`src/rtl/wb_cmd_master_if.sv`:
```
// Command/response and Wishbone classic signal bundle for wb_cmd_master.
// The master modport is the block's own view; slave is the view of
// everything around it (command source, response sink and the bus slave).
interface wb_cmd_master_if;
    // command channel
    logic        cmd_valid_i;
    logic        cmd_ready_o;
    logic        cmd_we_i;
    logic [31:0] cmd_adr_i;
    logic [31:0] cmd_dat_i;
    logic [3:0]  cmd_sel_i;
    // response channel
    logic        rsp_valid_o;
    logic        rsp_ready_i;
    logic [31:0] rsp_dat_o;
    logic        rsp_timeout_o;
    // Wishbone classic master
    logic        wbm_cyc_o;
    logic        wbm_stb_o;
    logic        wbm_we_o;
    logic [31:0] wbm_adr_o;
    logic [31:0] wbm_dat_o;
    logic [3:0]  wbm_sel_o;
    logic        wbm_ack_i;
    logic [31:0] wbm_dat_i;
    // status
    logic [7:0]  timeout_cnt_o;

    modport master (
        input  cmd_valid_i, cmd_we_i, cmd_adr_i, cmd_dat_i, cmd_sel_i,
        output cmd_ready_o,
        input  rsp_ready_i,
        output rsp_valid_o, rsp_dat_o, rsp_timeout_o,
        output wbm_cyc_o, wbm_stb_o, wbm_we_o, wbm_adr_o, wbm_dat_o, wbm_sel_o,
        input  wbm_ack_i, wbm_dat_i,
        output timeout_cnt_o
    );

    modport slave (
        output cmd_valid_i, cmd_we_i, cmd_adr_i, cmd_dat_i, cmd_sel_i,
        input  cmd_ready_o,
        output rsp_ready_i,
        input  rsp_valid_o, rsp_dat_o, rsp_timeout_o,
        input  wbm_cyc_o, wbm_stb_o, wbm_we_o, wbm_adr_o, wbm_dat_o, wbm_sel_o,
        output wbm_ack_i, wbm_dat_i,
        input  timeout_cnt_o
    );
endinterface

```
`src/rtl/wb_cmd_master.sv`:
```
// wb_cmd_master: turns single valid/ready commands into Wishbone classic
// cycles and returns one response per command. Three-state FSM
// (IDLE -> BUS -> RESP), every output registered.
// Optional bus-cycle timeout: define WBM_TIMEOUT_EN to build the wait
// counter, abort logic and saturating timeout counter; otherwise BUS waits
// for ack indefinitely and the timeout outputs are tied low.
module wb_cmd_master #(
    parameter int unsigned TIMEOUT = 64
) (
    input  logic            wb_clk_i,
    input  logic            wb_rst_ni,
    wb_cmd_master_if.master bus
);

    typedef enum logic [1:0] {
        S_IDLE = 2'd0,
        S_BUS  = 2'd1,
        S_RESP = 2'd2
    } state_t;

    // Elaboration-time guard on the timeout range (counter is 8 bits wide).
    if (TIMEOUT < 1 || TIMEOUT > 255) begin : g_timeout_range
        $error("wb_cmd_master: TIMEOUT must be within 1..255");
    end

    state_t      r_state,     w_state_nxt;
    logic        r_cmd_ready, w_cmd_ready_nxt;
    logic        r_rsp_valid, w_rsp_valid_nxt;
    logic [31:0] r_rsp_dat,   w_rsp_dat_nxt;
    // one register drives both cyc and stb so they can never disagree
    logic        r_cyc,       w_cyc_nxt;
    logic        r_we,        w_we_nxt;
    logic [31:0] r_adr,       w_adr_nxt;
    logic [31:0] r_dat,       w_dat_nxt;
    logic [3:0]  r_sel,       w_sel_nxt;

`ifdef WBM_TIMEOUT_EN
    // Abort fires on the edge that closes the TIMEOUT-th BUS cycle without ack.
    localparam logic [7:0] LP_WAIT_LAST = 8'(TIMEOUT - 1);

    logic [7:0]  r_wait_cnt,    w_wait_cnt_nxt;
    logic        r_rsp_timeout, w_rsp_timeout_nxt;
    logic [7:0]  r_timeout_cnt, w_timeout_cnt_nxt;
`endif

    // State and output registers; reset drops cyc/stb asynchronously.
    always_ff @(posedge wb_clk_i or negedge wb_rst_ni) begin
        if (!wb_rst_ni) begin
            r_state       <= S_IDLE;
            r_cmd_ready   <= 1'b0;
            r_rsp_valid   <= 1'b0;
            r_rsp_dat     <= '0;
            r_cyc         <= 1'b0;
            r_we          <= 1'b0;
            r_adr         <= '0;
            r_dat         <= '0;
            r_sel         <= '0;
`ifdef WBM_TIMEOUT_EN
            r_wait_cnt    <= '0;
            r_rsp_timeout <= 1'b0;
            r_timeout_cnt <= '0;
`endif
        end else begin
            r_state       <= w_state_nxt;
            r_cmd_ready   <= w_cmd_ready_nxt;
            r_rsp_valid   <= w_rsp_valid_nxt;
            r_rsp_dat     <= w_rsp_dat_nxt;
            r_cyc         <= w_cyc_nxt;
            r_we          <= w_we_nxt;
            r_adr         <= w_adr_nxt;
            r_dat         <= w_dat_nxt;
            r_sel         <= w_sel_nxt;
`ifdef WBM_TIMEOUT_EN
            r_wait_cnt    <= w_wait_cnt_nxt;
            r_rsp_timeout <= w_rsp_timeout_nxt;
            r_timeout_cnt <= w_timeout_cnt_nxt;
`endif
        end
    end

    // Next-state and next-output logic; every register holds by default.
    always_comb begin
        w_state_nxt       = r_state;
        w_cmd_ready_nxt   = r_cmd_ready;
        w_rsp_valid_nxt   = r_rsp_valid;
        w_rsp_dat_nxt     = r_rsp_dat;
        w_cyc_nxt         = r_cyc;
        w_we_nxt          = r_we;
        w_adr_nxt         = r_adr;
        w_dat_nxt         = r_dat;
        w_sel_nxt         = r_sel;
`ifdef WBM_TIMEOUT_EN
        w_wait_cnt_nxt    = r_wait_cnt;
        w_rsp_timeout_nxt = r_rsp_timeout;
        w_timeout_cnt_nxt = r_timeout_cnt;
`endif

        case (r_state)
            S_IDLE: begin
                // ready rises on the first edge after reset release
                w_cmd_ready_nxt = 1'b1;
                // accept only against the registered ready the source saw
                if (bus.cmd_valid_i && r_cmd_ready) begin
                    w_cmd_ready_nxt = 1'b0;
                    w_cyc_nxt       = 1'b1;
                    w_we_nxt        = bus.cmd_we_i;
                    w_adr_nxt       = bus.cmd_adr_i;
                    w_dat_nxt       = bus.cmd_dat_i;
                    w_sel_nxt       = bus.cmd_sel_i;
`ifdef WBM_TIMEOUT_EN
                    w_wait_cnt_nxt  = '0;
`endif
                    w_state_nxt     = S_BUS;
                end
            end

            S_BUS: begin
                // ack is tested first so it wins over a coinciding timeout
                if (bus.wbm_ack_i) begin
                    w_cyc_nxt         = 1'b0;
                    w_rsp_valid_nxt   = 1'b1;
                    w_rsp_dat_nxt     = r_we ? '0 : bus.wbm_dat_i;
`ifdef WBM_TIMEOUT_EN
                    w_rsp_timeout_nxt = 1'b0;
`endif
                    w_state_nxt       = S_RESP;
                end
`ifdef WBM_TIMEOUT_EN
                else if (r_wait_cnt == LP_WAIT_LAST) begin
                    w_cyc_nxt         = 1'b0;
                    w_rsp_valid_nxt   = 1'b1;
                    w_rsp_dat_nxt     = '0;
                    w_rsp_timeout_nxt = 1'b1;
                    if (r_timeout_cnt != 8'hFF) begin
                        w_timeout_cnt_nxt = r_timeout_cnt + 8'd1;
                    end
                    w_state_nxt       = S_RESP;
                end else begin
                    w_wait_cnt_nxt    = r_wait_cnt + 8'd1;
                end
`endif
            end

            S_RESP: begin
                if (bus.rsp_ready_i) begin
                    w_rsp_valid_nxt   = 1'b0;
`ifdef WBM_TIMEOUT_EN
                    w_rsp_timeout_nxt = 1'b0;
`endif
                    w_cmd_ready_nxt   = 1'b1;
                    w_state_nxt       = S_IDLE;
                end
            end

            default: begin
                w_state_nxt = S_IDLE;
            end
        endcase
    end

    assign bus.cmd_ready_o   = r_cmd_ready;
    assign bus.rsp_valid_o   = r_rsp_valid;
    assign bus.rsp_dat_o     = r_rsp_dat;
    assign bus.wbm_cyc_o     = r_cyc;
    assign bus.wbm_stb_o     = r_cyc;
    assign bus.wbm_we_o      = r_we;
    assign bus.wbm_adr_o     = r_adr;
    assign bus.wbm_dat_o     = r_dat;
    assign bus.wbm_sel_o     = r_sel;
`ifdef WBM_TIMEOUT_EN
    assign bus.rsp_timeout_o = r_rsp_timeout;
    assign bus.timeout_cnt_o = r_timeout_cnt;
`else
    assign bus.rsp_timeout_o = 1'b0;
    assign bus.timeout_cnt_o = '0;
`endif

endmodule

```
`src/flat_wrapper.sv`:
```
// flat-port wrapper written by rule: the top's interface ports become plain ports
module wb_cmd_master_flat 
#(
    parameter int unsigned TIMEOUT = 64
)
  (wb_clk_i, wb_rst_ni, bus_cmd_valid_i, bus_cmd_we_i, bus_cmd_adr_i, bus_cmd_dat_i, bus_cmd_sel_i, bus_cmd_ready_o, bus_rsp_ready_i, bus_rsp_valid_o, bus_rsp_dat_o, bus_rsp_timeout_o, bus_wbm_cyc_o, bus_wbm_stb_o, bus_wbm_we_o, bus_wbm_adr_o, bus_wbm_dat_o, bus_wbm_sel_o, bus_wbm_ack_i, bus_wbm_dat_i, bus_timeout_cnt_o);
  wb_cmd_master_if bus_i ();
  input  logic wb_clk_i;
  input  logic wb_rst_ni;
  input wire logic [$bits(bus_i.cmd_valid_i)-1:0] bus_cmd_valid_i;
  input wire logic [$bits(bus_i.cmd_we_i)-1:0] bus_cmd_we_i;
  input wire logic [$bits(bus_i.cmd_adr_i)-1:0] bus_cmd_adr_i;
  input wire logic [$bits(bus_i.cmd_dat_i)-1:0] bus_cmd_dat_i;
  input wire logic [$bits(bus_i.cmd_sel_i)-1:0] bus_cmd_sel_i;
  output wire logic [$bits(bus_i.cmd_ready_o)-1:0] bus_cmd_ready_o;
  input wire logic [$bits(bus_i.rsp_ready_i)-1:0] bus_rsp_ready_i;
  output wire logic [$bits(bus_i.rsp_valid_o)-1:0] bus_rsp_valid_o;
  output wire logic [$bits(bus_i.rsp_dat_o)-1:0] bus_rsp_dat_o;
  output wire logic [$bits(bus_i.rsp_timeout_o)-1:0] bus_rsp_timeout_o;
  output wire logic [$bits(bus_i.wbm_cyc_o)-1:0] bus_wbm_cyc_o;
  output wire logic [$bits(bus_i.wbm_stb_o)-1:0] bus_wbm_stb_o;
  output wire logic [$bits(bus_i.wbm_we_o)-1:0] bus_wbm_we_o;
  output wire logic [$bits(bus_i.wbm_adr_o)-1:0] bus_wbm_adr_o;
  output wire logic [$bits(bus_i.wbm_dat_o)-1:0] bus_wbm_dat_o;
  output wire logic [$bits(bus_i.wbm_sel_o)-1:0] bus_wbm_sel_o;
  input wire logic [$bits(bus_i.wbm_ack_i)-1:0] bus_wbm_ack_i;
  input wire logic [$bits(bus_i.wbm_dat_i)-1:0] bus_wbm_dat_i;
  output wire logic [$bits(bus_i.timeout_cnt_o)-1:0] bus_timeout_cnt_o;
  assign bus_i.cmd_valid_i = bus_cmd_valid_i;
  assign bus_i.cmd_we_i = bus_cmd_we_i;
  assign bus_i.cmd_adr_i = bus_cmd_adr_i;
  assign bus_i.cmd_dat_i = bus_cmd_dat_i;
  assign bus_i.cmd_sel_i = bus_cmd_sel_i;
  assign bus_cmd_ready_o = bus_i.cmd_ready_o;
  assign bus_i.rsp_ready_i = bus_rsp_ready_i;
  assign bus_rsp_valid_o = bus_i.rsp_valid_o;
  assign bus_rsp_dat_o = bus_i.rsp_dat_o;
  assign bus_rsp_timeout_o = bus_i.rsp_timeout_o;
  assign bus_wbm_cyc_o = bus_i.wbm_cyc_o;
  assign bus_wbm_stb_o = bus_i.wbm_stb_o;
  assign bus_wbm_we_o = bus_i.wbm_we_o;
  assign bus_wbm_adr_o = bus_i.wbm_adr_o;
  assign bus_wbm_dat_o = bus_i.wbm_dat_o;
  assign bus_wbm_sel_o = bus_i.wbm_sel_o;
  assign bus_i.wbm_ack_i = bus_wbm_ack_i;
  assign bus_i.wbm_dat_i = bus_wbm_dat_i;
  assign bus_timeout_cnt_o = bus_i.timeout_cnt_o;
  wb_cmd_master #(.TIMEOUT(TIMEOUT)) u_core (.wb_clk_i(wb_clk_i), .wb_rst_ni(wb_rst_ni), .bus(bus_i));
endmodule
```
`config.mk`:
```
export PLATFORM = sky130hd
export DESIGN_NAME = wb_cmd_master_flat
export DESIGN_NICKNAME = d
export VERILOG_FILES = /design/src/rtl/wb_cmd_master_if.sv /design/src/rtl/wb_cmd_master.sv /design/src/flat_wrapper.sv
export SDC_FILE = /design/constraint.sdc
export NUM_CORES = 1
export LEC_CHECK = 0
export BUFFER_PORTS_ARGS = -buffer_cell sky130_fd_sc_hd__clkbuf_2
export CAP_MARGIN = 20
export CORE_ASPECT_RATIO = 1.4
export CORE_MARGIN = 2
export CORE_UTILIZATION = 50
export DETAILED_ROUTE_END_ITERATION = 10
export PLACE_DENSITY_LB_ADDON = 0.2
export RECOVER_POWER = 100
export SLEW_MARGIN = 20
export SYNTH_ARGS = -nofsm -noshare
export SYNTH_HDL_FRONTEND = slang
export SYNTH_SLANG_ARGS = --single-unit
```
`constraint.sdc`:
```
create_clock -name wb_clk_i -period 5.2 [get_ports wb_clk_i]
set_clock_uncertainty 0.2 [all_clocks]
set_input_delay 1.04 -clock wb_clk_i [delete_from_list [all_inputs] [get_ports wb_clk_i]]
set_output_delay 1.04 -clock wb_clk_i [all_outputs]
set_load 0.02 [all_outputs]
```
## Word level (Yosys, flattened, before mapping)

Index checks and enable logic that the tools add are counted.

- Memories: 0
- Bits in latches: 0
- Bits in read-only memories: 0
- RAM bits: 0
- Output and inout bits: 114
- Bits of input ports: 106
- Register bits after elaboration: 106

- Multiply operators: 0
- $lt $le $gt $ge: 0
- Multiplexer cells: 14
- $add $sub $neg: 0
- Reduce and logical (&&, ||, !) cells: 11
- Eq/ne operators: 5
- Div/mod/pow operators: 0
- Shifts and indexed selects: 0
- Bitwise gates (word level): 0

Operators with widths:

| cell | number |
|---|---|
| 2-to-1 mux 32 bit | 1 |
| AND reduction 3 bit | 3 |
| 2-to-1 mux 1 bit | 6 |
| 2-to-1 mux 2 bit | 3 |
| case mux 1 bit (2 select lines) | 3 |
| case mux 2 bit (3 select lines) | 1 |
| AND reduction 2 bit | 3 |
| nonzero test 2 bit | 3 |
| inequality test 2 bit, second input constant | 2 |
| == test 2 x 1 -> 1 bit, second input constant | 1 |
| == test 2 bit, second input constant | 1 |
| zero test 2 bit | 1 |
| inequality test 2 x 1 -> 1 bit, second input constant | 1 |
| logical AND 1 bit | 1 |

## Longest topological paths before layout

- Depth in word-level cells: 3
- Mapped depth: 5
- Mapped depth without buffers: 3

## Least setup slack after synthesis

No wires, ideal clock.

- Path type: in2reg
- From: in bus_cmd_valid_i
- To: reg u_core.r_dat[23], in the netlist u_core.bus.wbm_dat_o[23]
- Arrival: 1.869 ns
- Stages on the path: 4
- Required time: 4.875 ns
- Setup slack: 3.006 ns
- Path buffers: 2
- Cell sequence: and4bb_1 buf_6 buf_8 mux2_4

- Cells in the longest elaborated chain, start to end: 2

Ends and longest elaborated chain:

| item | RTL line | RTL |
|---|---|---|
| from (decl) | flat_wrapper.sv:10 | `input wire logic [$bits(bus_i.cmd_valid_i)-1:0] bus_cmd_valid_i;` |
| logical AND 1 bit | wb_cmd_master.sv:103 | `if (bus.cmd_valid_i && r_cmd_ready) begin` |
| AND reduction 2 bit (no source line) | n/a |  |
| to (signal assigned) | wb_cmd_master.sv:71 | `r_dat <= w_dat_nxt;` |
| to (decl) | wb_cmd_master.sv:34 | `logic [31:0] r_dat, w_dat_nxt;` |

Every way passes these cells.
A chain may end at the register's enable or synchronous reset.

## Worst setup path in the final report

- From: in bus_cmd_valid_i
- To: reg u_core.r_dat[5], in the netlist u_core.bus.wbm_dat_o[5]

Same word-level chain as after synthesis.

==> qor.yml <==
grt_pass1_wl_um: 14900
wl_per_cell_um: 14.8
layout_common_cells: "112 x clkbuf_1, 106 x dfrtp_1, 101 x clkbuf_2"
drv_cap: 2
drc: 0
cts_buffers: 9
cts_root_buf: "clkbuf_16"
grt_usage: 0.193
p_leak_nw: 2.55
violations: "max-capacitance violations, max-slew violations"
synth_largest_area_cell: "dfrtp_1"
hold_buffers: 0
hp-class: "reg2reg"
p_total_w: 0.00359
synth_area_um2: 4530
outcome: "complete, but fails checks"
drt_wl_total_um: 9390
place_congestion: 0.763
area.growth.synth_to_final_pct: 20.2
coreArea_um2: 8930
finalMaxSlewViolations: 106
yosysTopAreaCellShare: 0.585
antenna_found_initial: 0
slowest_stage: "clkbuf_1"
drt-pass1-iter-count: 4
avgViaCountPerCell: 4.75
arrival_ps: 3430
grt_pass1_vias: 2968
cts_max_level: 3
fmax_ghz: 0.294
cp.required_ps: 5230
critPathBufInv: 2
cts.clk_slew.worst_paths_ps: 70
place_ws_ps: 2280
die_width_um: 84.5
grt_max_degree: 69
tns_ps: 0
synth_cells: 318
io_pins: 220
die-area_um2: 9850
start_util: 0.508
worstPathMaxFanout: 25
grt_setup_unrepaired: "false"
slowest_delay_ps: 1050
cts_tree: "done"
path_class: "in2reg"
num_antenna_cells: 0
die_h_um: 117
io_buffer_count: 210
synthTopCellsByArea: "dfrtp_1 59%, mux2_4 23%, nand2b_1 4.6%"
endpoint_kind: "register"
crit_chain: "clkbuf_1, and4bb_1, clkbuf_1, mux2_1"
critPathTopFamily: "buffers and inverters"
seq_area_frac_synth: 0.585
yosysUniqueCellTypes: 22
slew_headroom: -0.463
clock_path_buffers: 2
fin_nets: 629
fin_cells: 635
tightestPinTransition_ps: 2190
finalHoldViolCount: 0
ys_seq_elements: 106
start_kind: "input port"
core.rowCount: 41
clk_latency_ps: 340
post_cts_buffers: 0
fin_util: 0.610
clock_sinks: 106
vdd.ir_drop.worst_mv: 0.369
hpwl_um: 6870
cp_common_cell: "clkbuf_1"
ctsResizeCount: 0
ant_nets: 0
overflow: 0
worst_slack_ps: 1790
synth_warnings: 0
finalCriticalPeriod_ps: 3410
setup_violations: 0
dp.cells: 619
avgSynthCellArea_um2: 14.3
final_common_cell: "clkbuf_1"
layout_worst_path_cycle_share: 0.655
cellPowerDensity_nw_per_um2: 658
drtIter0Drc: 85
vias: 3018
layout-drive-gt1-share: 0.227
n_fill_cell: 847
-- cell type report --
cell class | count | area, µm² | share of cell area
multi-input combinational | 189 | 1380 | 0.254
clock inverter | 4 | 73.8 | 0.0136
tap | 107 | 134 | 0.0246
sequential | 106 | 2650 | 0.487
clock buffer | 12 | 256 | 0.0471
timing repair buffer | 214 | 937 | 0.172
inverter | 3 | 11.3 | 0.00207
-- sequential cells by signal (all words and copies together) (netlist names) --
signal / flops
u_core.bus.wbm_we_o: 1
u_core.bus.wbm_dat_o: 32
u_core.bus.wbm_cyc_o: 1
u_core.bus.rsp_valid_o: 1
u_core.bus.wbm_adr_o: 32
u_core.bus.rsp_dat_o: 32
u_core.bus.wbm_sel_o: 4
u_core.bus.cmd_ready_o: 1
u_core.r_state: 2
-- synthesized netlist by cell type (all sizes together) --
cell / n
nand3b: 1
mux2: 69
dfrtp: 106
o21ai: 34
buf: 23
a21oi: 4
and4bb: 1
nor2b: 1
nand2b: 33
conb: 1
nand2: 33
or2b: 1
inv: 3
a31oi: 1
clkbuf: 5
nor2: 2
-- metrics by stage --
stage	hold WS [ps]	instance area, µm²
final	281	5450
after global routing	302	5450
after CTS	287	5850
after detailed placement	273	5520
after global placement	261	5520
after floorplan	255	4560
-- cells by family (layout without fill, tap and decap cells) --
family / count (synthesis) / in the layout / synth area share
flip-flops: 106 / 106 / 0.585
AND/OR/NAND/NOR: 72 / 72 / 0.0820
multiplexers: 69 / 69 / 0.228
AO/OA/AOI/OAI: 39 / 39 / 0.0433
buffers and inverters: 31 / 233 / 0.0607
other: 1 / 9 / 0.000827
-- path summary, 6_finish.rpt --
check	startpoint	slack, ps	cells after the start	endpoint
max	bus_cmd_valid_i	1790	4	u_core.bus.wbm_dat_o[5]
min	u_core.bus.rsp_dat_o[11]	280	2	u_core.bus.rsp_dat_o[11]
max reg2reg	u_core.r_state[1]	2100	3	u_core.bus.wbm_dat_o[5]
min reg2reg	u_core.bus.rsp_dat_o[11]	280	2	u_core.bus.rsp_dat_o[11]
max in group asynchronous	wb_rst_ni	1810	2	u_core.bus.wbm_dat_o[27]
min in group asynchronous	wb_rst_ni	590	1	u_core.bus.wbm_adr_o[0]
-- worst reg2reg max path: stages (launching register included) --
cell and delay, ps:
dfrtp_1 430, and4bb_1 890, clkbuf_1 1050, mux2_1 410
-- per-layer routing --
metal / global-route usage / vias up / part of all wire
li1: - / 1448 / -
met2: 0.294 / 135 / 0.48
met3: 0.0438 / 13 / 0.078
met5: 0 / - / 0
met4: 0.0910 / 0 / 0.019
met1: 0.266 / 1422 / 0.43
-- where the power goes --
part | switching, W | internal [W] | total (W)
Sequential | 0.000233 | 0.00121 | 0.00144
Clock | 0.000293 | 0.000449 | 0.000741
Combinational | 0.000915 | 0.000488 | 0.00140
Note: power is estimated with default switching activity, not from simulation.
